==> src/rtl/fifo_wr_arbiter.sv <==
// Round-robin arbiter that shares the single FIFO write port among NREQ requesters.
// A bounded number of words per owner, same-cycle owner hand-off, and no writes while FULL.
module fifo_wr_arbiter #(
  parameter int NREQ  = 4,
  parameter int N     = 16,
  parameter int BURST = 4
) (
  input  logic                      clk,
  input  logic                      reset,
  input  logic [NREQ-1:0]           req,
  input  logic [NREQ*N-1:0]         req_data,
  output logic [NREQ-1:0]           gnt,
  input  logic                      fifo_full,
  output logic                      fifo_we,
  output logic [N-1:0]              fifo_din,
  output logic [$clog2(NREQ)-1:0]   owner,
  output logic                      busy
);

  localparam int OW = $clog2(NREQ);
  localparam logic [3:0] BURST_L = 4'(BURST);

  typedef enum logic {
    S_IDLE,
    S_BURST
  } state_t;

  state_t          state, state_nx;
  logic [OW-1:0]   owner_nx;
  logic [3:0]      burst_cnt, cnt_nx;

  logic            found;
  logic [OW-1:0]   winner;
  logic [OW-1:0]   scan_idx;

  // Rotating-priority search: starts just after the current owner and wraps, so
  // the owner itself is examined last and can win only when it is the sole requester.
  always_comb begin
    found    = 1'b0;
    winner   = owner;
    scan_idx = owner;
    for (int i = 1; i <= NREQ; i++) begin
      scan_idx = OW'((int'(owner) + i) % NREQ);
      if (!found && req[scan_idx]) begin
        found  = 1'b1;
        winner = scan_idx;
      end
    end
  end

  // NOTE: every output of this block gets a default first, so no path through the
  // case/if tree leaves a variable unassigned and no latch is inferred.
  always_comb begin
    gnt      = '0;
    state_nx = state;
    owner_nx = owner;
    cnt_nx   = burst_cnt;
    if (!reset && !fifo_full) begin
      unique case (state)
        S_IDLE: begin
          if (found) begin
            gnt[winner] = 1'b1;
            owner_nx    = winner;
            cnt_nx      = 4'd1;
            state_nx    = (BURST == 1) ? S_IDLE : S_BURST;
          end
        end
        S_BURST: begin
          if (req[owner] && (burst_cnt < BURST_L)) begin
            gnt[owner] = 1'b1;
            cnt_nx     = burst_cnt + 4'd1;
          end else if (found) begin
            // Hand-off in the same cycle: no bubble between owners.
            gnt[winner] = 1'b1;
            owner_nx    = winner;
            cnt_nx      = 4'd1;
          end else begin
            state_nx = S_IDLE;
            cnt_nx   = 4'd0;
          end
        end
        default: begin
          state_nx = S_IDLE;
          cnt_nx   = 4'd0;
        end
      endcase
    end
  end

  // NOTE: sequential state uses non-blocking assignments so every register samples
  // the pre-edge values, independent of statement order.
  always_ff @(posedge clk) begin
    if (reset) begin
      state     <= S_IDLE;
      owner     <= OW'(NREQ - 1);
      burst_cnt <= 4'd0;
    end else begin
      state     <= state_nx;
      owner     <= owner_nx;
      burst_cnt <= cnt_nx;
    end
  end

  always_comb begin
    fifo_din = '0;
    for (int i = 0; i < NREQ; i++) begin
      if (gnt[i]) fifo_din = req_data[i*N +: N];
    end
  end

  assign fifo_we = |gnt;
  assign busy    = (state == S_BURST) && !reset;

endmodule

==> config.mk <==
export PLATFORM = sky130hd
export DESIGN_NAME = fifo_wr_arbiter
export DESIGN_NICKNAME = d
export VERILOG_FILES = /design/src/rtl/fifo_wr_arbiter.sv
export SDC_FILE = /design/constraint.sdc
export NUM_CORES = 1
export LEC_CHECK = 0
export BUFFER_PORTS_ARGS = -buffer_cell sky130_fd_sc_hd__buf_2
export CAP_MARGIN = 10
export CORE_AREA = 5 5 64 66
export DETAILED_ROUTE_END_ITERATION = 6
export DIE_AREA = 0 0 69 71
export GPL_TIMING_DRIVEN = 0
export MAX_ROUTING_LAYER = met4
export PLACE_DENSITY_LB_ADDON = 0.2
export SYNTH_ARGS = -nofsm -noshare
export SYNTH_HDL_FRONTEND = slang
export SYNTH_SLANG_ARGS = --single-unit
==> constraint.sdc <==
create_clock -name clk -period 5.6 [get_ports clk]
set_input_delay 0.28 -clock clk [delete_from_list [all_inputs] [get_ports clk]]
set_output_delay 0.28 -clock clk [all_outputs]
set_load 0.02 [all_outputs]
==> metrics <==
result of the run=finished clean; post-detailed-placement cell area=0.002118 sq mm; root buf cell=sky130_fd_sc_hd__clkbuf_4; placer congestion estimate=0.8806; die outline width=69 um; starting density of the core=0.4521; vertical extent of the die=71 um; clock tree from TritonCTS=yes; Min Hold Slack=0.3232 ns; count of antenna diodes in the layout=0; final core utilization=0.6087; count of distinct cell types in the synthesized netlist=43; Final Hold Violating Endpoints=0; global-route wire length before repair=9087 um; number of maximum-capacitance violations=0; type of the most critical hold path=input pin to flip-flop; DRC errors left=0; Hold Crit Start=fifo_full; part of the Yosys area used for sequential elements=0.08798; 1st-pass router iterations=5; GRT Resource Usage Total=0.2193; detailed placer's ending HPWL=4442 um; number of buffers on the longest clock path=2; crit share post-route=0.7958; reg-to-reg setup timing slack=2.21 ns; Clk pin slew, worst setup/hold paths=0.05 ns; number of global-route vias before repair=1,920; maximum number of pins on one net before global-route repair=11; routed vias=2,115; Max-Slew Margin vs Limit=0.5861; # clock sinks=7; number of levels in the clock H-tree=1; reg2reg start=owner[0]; area of the die=0.004899 sq mm; skew final=0.005565 ns; VDD IR-drop max=0.2618 mV; average detailed-routed wire length per instance=15.09 um; Worst Max-Slew Pin Slew=0.6209 ns; power density relative to cell area=377.4 mW/mm^2; final design instance area without fill=0.002145 sq mm; post-synth design cell area=0.001593 sq mm; RR Endpoint=burst_cnt[1]; Max Slew Vio Count=0; length in cells of the worst reg-to-reg path=11; Post-CTS Setup Repair Bufs=0; Antenna Violating Nets Remaining=0; net count of the mapped netlist=297; wire length after detailed routing=5524 um; most frequent cells in the layout=95 x sky130_fd_sc_hd__buf_2, 32 x sky130_fd_sc_hd__o31ai_1, 26 x sky130_fd_sc_hd__nand2_1; hold-fix buffer count after cts=0; peak fanout along the critical path=10; kind of critical path=flip-flop to output port; final count of negative-setup-slack endpoints=0; FP Rows=22; share of layout cells above drive strength 1=0.3962; achievable frequency=224.4 MHz; area delta synth->final=34.64%; syn_area_per_cell=7.207 sq um; cell count after synthesis=221; placeable core region=0.003523 sq mm; global route overflow=0; number of antenna violations at the first check in global routing=0; # IOs=95; clock insertion delay at the later pin of the skew report=0.25 ns; WHS Endpoint=state; Worst Path Required=5.32 ns; Net count, final=395; minimum clock period=4.456 ns; count of state elements after synthesis=7; overall power consumption=809.3 uW; Yosys warning total=0; most common cell after layout, fill and taps aside=sky130_fd_sc_hd__buf_2; Crit. End Element=output port; Port-buffer cells=93; via count normalized by instance count=5.779; nature of the critical path startpoint=flip-flop; CTS resizes=0; TritonCTS Buffers=3; setup repair after global routing missed its margin=false; count of routing violations after the opening detailed-route iteration=108; Setup TNS=0 ns; LEAKAGE=0.9463 nW; number of inserted filler cells in the final layout=350; hold depth=3; arrival time of the worst setup path=4.18 ns
[metrics by stage]
stage | cells | setup WS (ns)
global placement | 362 | 1.470
global route | 366 | 0.7133
floorplan | 221 | 1.656
CTS | 366 | 1.145
finish | 366 | 1.144
detailed placement | 362 | 1.429
[power breakdown]
group / total (mW) / internal (mW) / switching [mW]
clock network: 0.0461 / 0.0272 / 0.0189
logic: 0.694 / 0.257 / 0.438
registers: 0.0688 / 0.0570 / 0.0118
[metal layers]
metal  vias up  share of wire  global-route usage
met4         0         0.0069             0.03037
met1       944           0.45              0.2829
li1       1066              -                   -
met5         -              0                   -
met3         8          0.085             0.04545
met2        97           0.46              0.3612
[registers in the layout (all words and copies together), names as in the netlist]
| register | count |
|---|---|
| state | 1 |
| burst_cnt | 4 |
| owner | 2 |
[worst max-delay path, stage by stage, from the launching register on]
cell and delay, ns:
sky130_fd_sc_hd__dfxtp_1 0.54, sky130_fd_sc_hd__buf_4 0.25, sky130_fd_sc_hd__inv_1 0.12, sky130_fd_sc_hd__ha_1 0.29, sky130_fd_sc_hd__clkbuf_1 0.32, sky130_fd_sc_hd__mux4_2 0.39
sky130_fd_sc_hd__nand2b_4 0.17, sky130_fd_sc_hd__a211oi_2 0.25, sky130_fd_sc_hd__o32ai_2 0.22, sky130_fd_sc_hd__a32oi_2 0.47, sky130_fd_sc_hd__clkbuf_1 0.41, sky130_fd_sc_hd__nor2_1 0.07
sky130_fd_sc_hd__o31ai_1 0.21, sky130_fd_sc_hd__buf_2 0.21
[final cells by class]
cell class,count,area (sq um),share of cell area
Buffer,24,137.6,0.06418
Sequential cell,7,140.1,0.06534
Tap cell,48,60.06,0.02800
Inverter,4,15.01,0.007001
Timing Repair Buffer,93,465.4,0.2170
Multi-Input combinational cell,186,1300,0.6062
Clock buffer,4,26.28,0.01225
[synth_stat cells]
library cell,instances,area [sq um]
sky130_fd_sc_hd__o31ai_1,32,240.2
sky130_fd_sc_hd__nand2_1,26,97.59
sky130_fd_sc_hd__nor2_1,22,82.58
sky130_fd_sc_hd__nand3_1,19,95.09
sky130_fd_sc_hd__a311oi_1,16,140.1
sky130_fd_sc_hd__nand4_1,16,100.1
sky130_fd_sc_hd__clkbuf_1,14,52.55
sky130_fd_sc_hd__dfxtp_1,7,140.1
sky130_fd_sc_hd__ha_1,5,62.56
sky130_fd_sc_hd__mux2i_1,5,50.05
sky130_fd_sc_hd__buf_4,4,30.03
sky130_fd_sc_hd__buf_6,4,45.04
sky130_fd_sc_hd__a211oi_2,3,37.54
sky130_fd_sc_hd__a21oi_1,3,15.01
sky130_fd_sc_hd__a31oi_1,3,18.77
sky130_fd_sc_hd__inv_1,3,11.26
sky130_fd_sc_hd__mux2_2,3,33.78
sky130_fd_sc_hd__mux4_2,3,67.56
sky130_fd_sc_hd__nand2b_1,3,18.77
sky130_fd_sc_hd__nor3_1,3,15.01
sky130_fd_sc_hd__o21ai_0,3,15.01
sky130_fd_sc_hd__and2_1,2,12.51
sky130_fd_sc_hd__buf_2,2,10.01
sky130_fd_sc_hd__a2111oi_4,1,27.53
sky130_fd_sc_hd__a21bo_2,1,10.01
sky130_fd_sc_hd__a21o_1,1,7.510
sky130_fd_sc_hd__a22oi_2,1,12.51
sky130_fd_sc_hd__a32o_1,1,10.01
sky130_fd_sc_hd__a32oi_2,1,16.27
sky130_fd_sc_hd__and3_1,1,6.260
sky130_fd_sc_hd__inv_2,1,3.750
sky130_fd_sc_hd__mux2_1,1,11.26
sky130_fd_sc_hd__nand2b_4,1,13.76
sky130_fd_sc_hd__nor2_2,1,6.260
sky130_fd_sc_hd__nor2b_1,1,6.260
sky130_fd_sc_hd__nor3b_1,1,7.510
sky130_fd_sc_hd__o21ai_2,1,8.760
sky130_fd_sc_hd__o22ai_1,1,6.260
sky130_fd_sc_hd__o32a_2,1,11.26
sky130_fd_sc_hd__o32ai_2,1,16.27
sky130_fd_sc_hd__or2_2,1,6.260
sky130_fd_sc_hd__or3_1,1,6.260
sky130_fd_sc_hd__or4_1,1,7.510
[cell families after synthesis]
family | after synthesis | share of synthesized area
and+or+nand+nor | 99 | 0.3024
AOI/OAI and AO/OA | 70 | 0.3724
buffers and inverters | 28 | 0.09583
muxes | 12 | 0.1021
DFF | 7 | 0.08798
adders and majority gates | 5 | 0.03928
[worst max-delay path by stage]
stage | end | slack, ns | start
after floorplan | fifo_din[10] | 1.66 | owner[0]
after global placement | fifo_din[13] | 1.47 | owner[0]
after detailed placement | fifo_din[9] | 1.43 | owner[0]
after CTS | fifo_din[9] | 1.15 | owner[0]
after global routing | fifo_din[12] | 0.71 | owner[0]
final | fifo_din[12] | 1.14 | owner[0]
(Power assumes the default switching activity.)
